--- src/rtl/display_pkg.sv ---
// Shared types and helpers for the display source scheduler and related
// shared-resource controllers.
package display_pkg;

  localparam int DATA_W = 32;

  typedef enum logic {
    IDLE = 1'b0,
    HOLD = 1'b1
  } disp_state_t;

  // Round-robin successor of ptr in a ring of num_src entries.
  function automatic int unsigned next_rr_ptr(input int unsigned ptr,
                                              input int unsigned num_src);
    return (ptr + 32'd1 >= num_src) ? 32'd0 : ptr + 32'd1;
  endfunction

endpackage

--- src/rtl/rr_arbiter.sv ---
// Combinational round-robin arbiter: searches upward from last+1 with wrap,
// first asserted request wins.
module rr_arbiter
  import display_pkg::*;
#(
  parameter int NUM_SRC = 4
) (
  input  logic [NUM_SRC-1:0]         req,
  input  logic [$clog2(NUM_SRC)-1:0] last,
  output logic                       grant_valid,
  output logic [$clog2(NUM_SRC)-1:0] grant_idx
);

  localparam int IDX_W = $clog2(NUM_SRC);

  always_comb begin
    int unsigned ptr;
    // NOTE: every combinational output gets a default first, so no path
    // through the loop can leave it unassigned and infer a latch.
    grant_valid = 1'b0;
    grant_idx   = '0;
    ptr         = 32'(last);
    for (int i = 0; i < NUM_SRC; i++) begin
      ptr = next_rr_ptr(ptr, NUM_SRC);
      if (!grant_valid && req[ptr[IDX_W-1:0]]) begin
        grant_valid = 1'b1;
        grant_idx   = ptr[IDX_W-1:0];
      end
    end
  end

endmodule

--- src/rtl/display_source_scheduler.sv ---
// Time-shares the seven-segment display between NUM_SRC requesters, holding
// each granted value for at least HOLD_CYCLES clocks.
module display_source_scheduler
  import display_pkg::*;
#(
  parameter int NUM_SRC     = 4,
  parameter int HOLD_CYCLES = 100_000_000
) (
  input  logic                       clk,
  input  logic                       rst_n,
  input  logic [NUM_SRC-1:0]         src_req,
  input  logic [NUM_SRC*DATA_W-1:0]  src_data,
  input  logic                       freeze,
  output logic [NUM_SRC-1:0]         src_ack,
  output logic [DATA_W-1:0]          number,
  output logic [$clog2(NUM_SRC)-1:0] active_src,
  output logic                       shown_valid,
  output logic                       busy
);

  localparam int IDX_W = $clog2(NUM_SRC);
  localparam int CNT_W = (HOLD_CYCLES > 1) ? $clog2(HOLD_CYCLES) : 1;
  localparam logic [CNT_W-1:0]   CNT_LOAD = CNT_W'(HOLD_CYCLES - 1);
  localparam logic [IDX_W-1:0]   LAST_RST = IDX_W'(NUM_SRC - 1);
  localparam logic [NUM_SRC-1:0] ONE_HOT0 = NUM_SRC'(1);

  disp_state_t      state;
  logic [CNT_W-1:0] cnt;
  logic [IDX_W-1:0] last;
  logic             grant_valid;
  logic [IDX_W-1:0] grant_idx;
  logic             grant_now;

  rr_arbiter #(
    .NUM_SRC(NUM_SRC)
  ) u_arb (
    .req        (src_req),
    .last       (last),
    .grant_valid(grant_valid),
    .grant_idx  (grant_idx)
  );

  // Arbitration points: any idle cycle, or the last cycle of a hold window.
  assign grant_now = !freeze && grant_valid && (state == IDLE || cnt == '0);
  assign busy      = (state == HOLD);

  // NOTE: sequential state uses non-blocking assignments so every register
  // samples the pre-edge values regardless of statement order.
  always_ff @(posedge clk or negedge rst_n) begin
    if (!rst_n) begin
      state       <= IDLE;
      cnt         <= '0;
      last        <= LAST_RST;
      number      <= '0;
      active_src  <= '0;
      src_ack     <= '0;
      shown_valid <= 1'b0;
    end else begin
      src_ack <= '0;
      if (grant_now) begin
        number      <= src_data[grant_idx*DATA_W +: DATA_W];
        active_src  <= grant_idx;
        src_ack     <= ONE_HOT0 << grant_idx;
        last        <= grant_idx;
        cnt         <= CNT_LOAD;
        shown_valid <= 1'b1;
        state       <= HOLD;
      end else if (state == HOLD && !freeze) begin
        if (cnt != '0) cnt <= cnt - 1'b1;
        else           state <= IDLE;
      end
    end
  end

endmodule

--- config.mk ---
export PLATFORM = sky130hd
export DESIGN_NAME = display_source_scheduler
export DESIGN_NICKNAME = d
export VERILOG_FILES = /design/src/rtl/display_pkg.sv /design/src/rtl/rr_arbiter.sv /design/src/rtl/display_source_scheduler.sv
export SDC_FILE = /design/constraint.sdc
export NUM_CORES = 1
export LEC_CHECK = 0
export BUFFER_PORTS_ARGS = -buffer_cell sky130_fd_sc_hd__buf_2
export CAP_MARGIN = 5
export CELL_PAD_IN_SITES_DETAIL_PLACEMENT = 0
export CELL_PAD_IN_SITES_GLOBAL_PLACEMENT = 1
export CORE_MARGIN = 2
export CORE_UTILIZATION = 34
export DETAILED_ROUTE_END_ITERATION = 16
export GPL_ROUTABILITY_DRIVEN = 0
export GPL_TIMING_DRIVEN = 0
export PLACE_DENSITY_LB_ADDON = 0.1
export SYNTH_ARGS = -nofsm -noshare
export SYNTH_HDL_FRONTEND = slang
export SYNTH_SLANG_ARGS = --single-unit
--- constraint.sdc ---
create_clock -name clk -period 3.14 [get_ports clk]
set_input_delay 0 -clock clk [delete_from_list [all_inputs] [get_ports clk]]
set_output_delay 0 -clock clk [all_outputs]
set_load 0.05 [all_outputs]
==> results.md <==
* Cell Rows at 43
* Critical Path End Type: flip-flop
* Met1 GRT Util at 27.79%
* Synth Cell Area at 4751 um2
* Critical path arrival at 3.26 ns
* Reg2reg start: cnt[0]
* Initial DRC Count at 239
* Max_slew headroom at 62.26%
* Post-route clock period utilization at 96.26%
* Post-Route Skew at 0.007773 ns
* Core ar. at 13770 um2
* Router iterations before antenna repair at 4
* R2R depth at 9
* Final Hold Vio Count at 3
* Initial Util at 34.49%
* Clock Pin Slew Worst Setup and Hold Paths at 0.06 ns
* All-Layer GR Usage at 22.87%
* M3 GR Usage at 4.963%
* First-pass GRT wire length at 26680 um
* Die Height at 122.2 um
* Fmax at 330.8 MHz
* Syn Nets at 615
* Synth cell count leaders: mux2i_1 (71), dfrtp_1 (67), o21a_1 (35), a221oi_1 (32), o22ai_1 (32)
* CP Class: reg -> reg
* CP startpoint: cnt[0]
* Post-synth top area share at 35.29%
* Clk sink count at 69
* Static leakage at 3.275 nW
* Place WS at -0.6263 ns
* CTS Buf Count at 9
* Minimum clock period at 3.023 ns
* N_diodes at 0
* P_sw at 3.045 mW
* Measured slew at the worst slew-check pin at 0.5661 ns
* Top_reg_cell synth: dfrtp_1
* Number of synthesized register bits at 69
* Global route hottest layer: met2
* Area contributors post-synth: dfrtp_1 (35%), mux2i_1 (15%), a221oi_1 (5.9%), o21a_1 (5.5%), o22ai_1 (4.2%)
* CTS tree: yes
* Drt total wl at 16780 um
* PwrDens at 850.3 nW/um2
* WL per Instance at 17.82 um
* DR vias/cell at 5.381
* Cell accounting for the most synthesized area: dfrtp_1
* Hpwl dp at 11830 um
* R2R Path End: cnt[8]
* Via count at 5069
* Synth cell types at 60
* Io pins at 175
* Finished Cell Area at 7296 um2
* Worst-Skew Late Latency at 0.34 ns
* Placed Area at 5862 um2
* Ys async rst share at 100.0%
* Startpoint Class: flip-flop
* IR drop worst, VDD at 0.3724 mV
* Vias in the first global route at 5194
* Yosys warnings at 0
* GRT Residual Overflow at 0
* CTS root buffer: clkbuf_16
* # port buffers at 171
* Clock Path Buffers at 2
* Layout cells sized above 1 at 37.01%
* Critical-path maximum fanout at 10
* Layout filler cell count at 1331
* Logic pwr share at 60.3%
* Nets at 899
* Worst hold slack at -0.004051 ns
* P_int at 3.159 mW
* Die span in x at 122.2 um
* Largest net degree at the start of global routing at 48
* Area Growth Syn to Fin at 53.57%
* Worst setup margin at 0.1173 ns
* Met2 usage at 39.90%
* DRC at 0
* R2R Setup Slk at 0.12 ns
* Most common cell in the netlist: mux2i_1
* Mapped Cells at 473
* H-Tree Level Count at 3
* Post-route ant nets at 0
* Pins Over Slew Limit at 0
* Initial antenna violation count at 0
* Seq/Total Area, Yosys at 36.40%
* Clock share of power at 15.7%
* Syn Area/Cell at 10.04 um2
* Max_cap viols at 0
* Count of final setup violators at 0
* Net Sw Frac at 49.08%
* Hold depth at 3
* Worst Setup EP: cnt[8]
* Status: complete, but fails checks
* Die ar. at 14930 um2
* Failing checks: negative hold slack
* Req. time, crit path at 3.38 ns
* Sequential Power Share at 24.0%
* Min-Delay Path Class: in -> reg
* Post-synth EDFFs at 0
==> cell usage in the layout, fill, tap and decap left out, types with 3 or more instances in the layout <==
cell type | synthesis | layout
o21a_1 | 35 | 35
a31oi_1 | 3 | 3
and3_1 | 4 | 4
a211oi_1 | 3 | 3
and2_1 | 4 | 4
nand2_1 | 13 | 13
o41ai_1 | 4 | 3
o21ai_0 | 9 | 9
nand2b_1 | 4 | 4
mux2i_1 | 71 | 66
buf_2 | 11 | 174
o211ai_1 | 5 | 5
a21oi_1 | 12 | 11
ha_1 | 7 | 5
clkbuf_1 | 18 | 10
a221oi_1 | 32 | 31
or3_1 | 12 | 12
dlygate4sd3_1 | 0 | 77
clkbuf_2 | 1 | 8
buf_6 | 9 | 19
or4_1 | 8 | 8
nand3_1 | 8 | 8
inv_1 | 6 | 5
nor2_1 | 23 | 23
buf_4 | 8 | 29
nor4_1 | 8 | 7
clkinvlp_4 | 0 | 5
nor3_1 | 11 | 10
clkbuf_16 | 0 | 9
o21ai_1 | 3 | 3
mux2i_2 | 0 | 5
dfrtp_1 | 67 | 67
o31ai_1 | 4 | 4
o22ai_1 | 32 | 32
==> sequential cells by signal (all words and copies together) (netlist names) <==
| register | cells |
|---|---|
| busy | 1 |
| shown_valid | 1 |
| last | 2 |
| active_src | 2 |
| src_ack | 4 |
| number | 32 |
| cnt | 27 |
==> power by group through the flow <==
stage	Sequential [mW]	Clock, mW	Combinational, mW
2_1_floorplan	2.22	0	1.71
3_3_place_gp	1.47	0	3.33
3_5_place_dp	1.48	0	3.37
4_1_cts	1.49	0.992	3.64
5_1_grt	1.53	1.03	4.02
6_report	1.49	0.973	3.74
==> how the worst min path moves through the flow <==
stage / start / end
after floorplan: rst_n / active_src[0]
after global placement: src_data[86] / number[22]
after detailed placement: rst_n / cnt[2]
after CTS: src_data[18] / number[18]
after global routing: src_data[18] / number[18]
final: src_data[65] / number[1]
==> through the flow <==
step           TNS [ns]  utilization [%]  total power [mW]  hold WS [ns]  std cells
3_5_place_dp     -28.62            42.56             4.855      -0.06080        825
3_3_place_gp     -25.96            42.34             4.801        0.3022        824
4_1_cts        -0.01792            51.37             6.117    0.00008371        927
5_1_grt        -0.04286            52.97             6.587      0.002410        942
2_1_floorplan         0                -             3.929       -0.2956        473
6_report              0            52.97             6.203     -0.004051        942
==> final cells by class <==
| cell class | count | area (um2) | share of cell area, % |
|---|---|---|---|
| well taps | 180 | 225.2 | 3.087 |
| multi-input cells | 351 | 2826 | 38.74 |
| repair buffers | 273 | 1841 | 25.23 |
| flip-flops and latches | 69 | 1729 | 23.70 |
| plain buffers | 47 | 371.6 | 5.093 |
| inverters | 6 | 22.52 | 0.3087 |
| clock inverters | 5 | 37.54 | 0.5145 |
| clock buffers | 11 | 242.7 | 3.327 |
==> critical path: stages (launching register included) <==
cell and delay (ns):
dfrtp_1 0.42, inv_1 0.11, ha_1 0.18, or4b_2 0.66, o41a_1 0.51, buf_4 0.20
o311ai_4 0.33, buf_4 0.25, o311ai_0 0.16, o41ai_2 0.08
==> repair_timing <==
| action | 4_1_cts | 5_1_grt |
|---|---|---|
| buffers inserted | 9 | 15 |
| gates resized for setup | 27 | 34 |
| hold endpoints to repair | 99 | 0 |
| hold buffers | 77 | 0 |
| endpoints found under the setup margin | 66 | 66 |
| gates cloned | 0 | 0 |
| pin swaps | 5 | 5 |
==> layer usage <==
| layer | share of wire (%) | wire length (um) | up-vias |
|---|---|---|---|
| li1 | - | - | 2425 |
| met4 | 2.2 | 372 | 0 |
| met2 | 51 | 8546 | 152 |
| met5 | 0 | 0 | - |
| met3 | 5.2 | 876 | 28 |
| met1 | 42 | 6986 | 2464 |
==> kinds of logic after synthesis <==
logic type / count (synthesis) / synth area share, %
AOI/OAI and AO/OA: 161 / 26.23
DFF: 69 / 36.40
and+or+nand+nor: 108 / 12.64
buffers and inverters: 53 / 6.558
adders and majority gates: 7 / 1.843
muxes: 74 / 16.14
xor gates and xnor gates: 1 / 0.1844
Note: power is estimated with default switching activity, not from simulation.
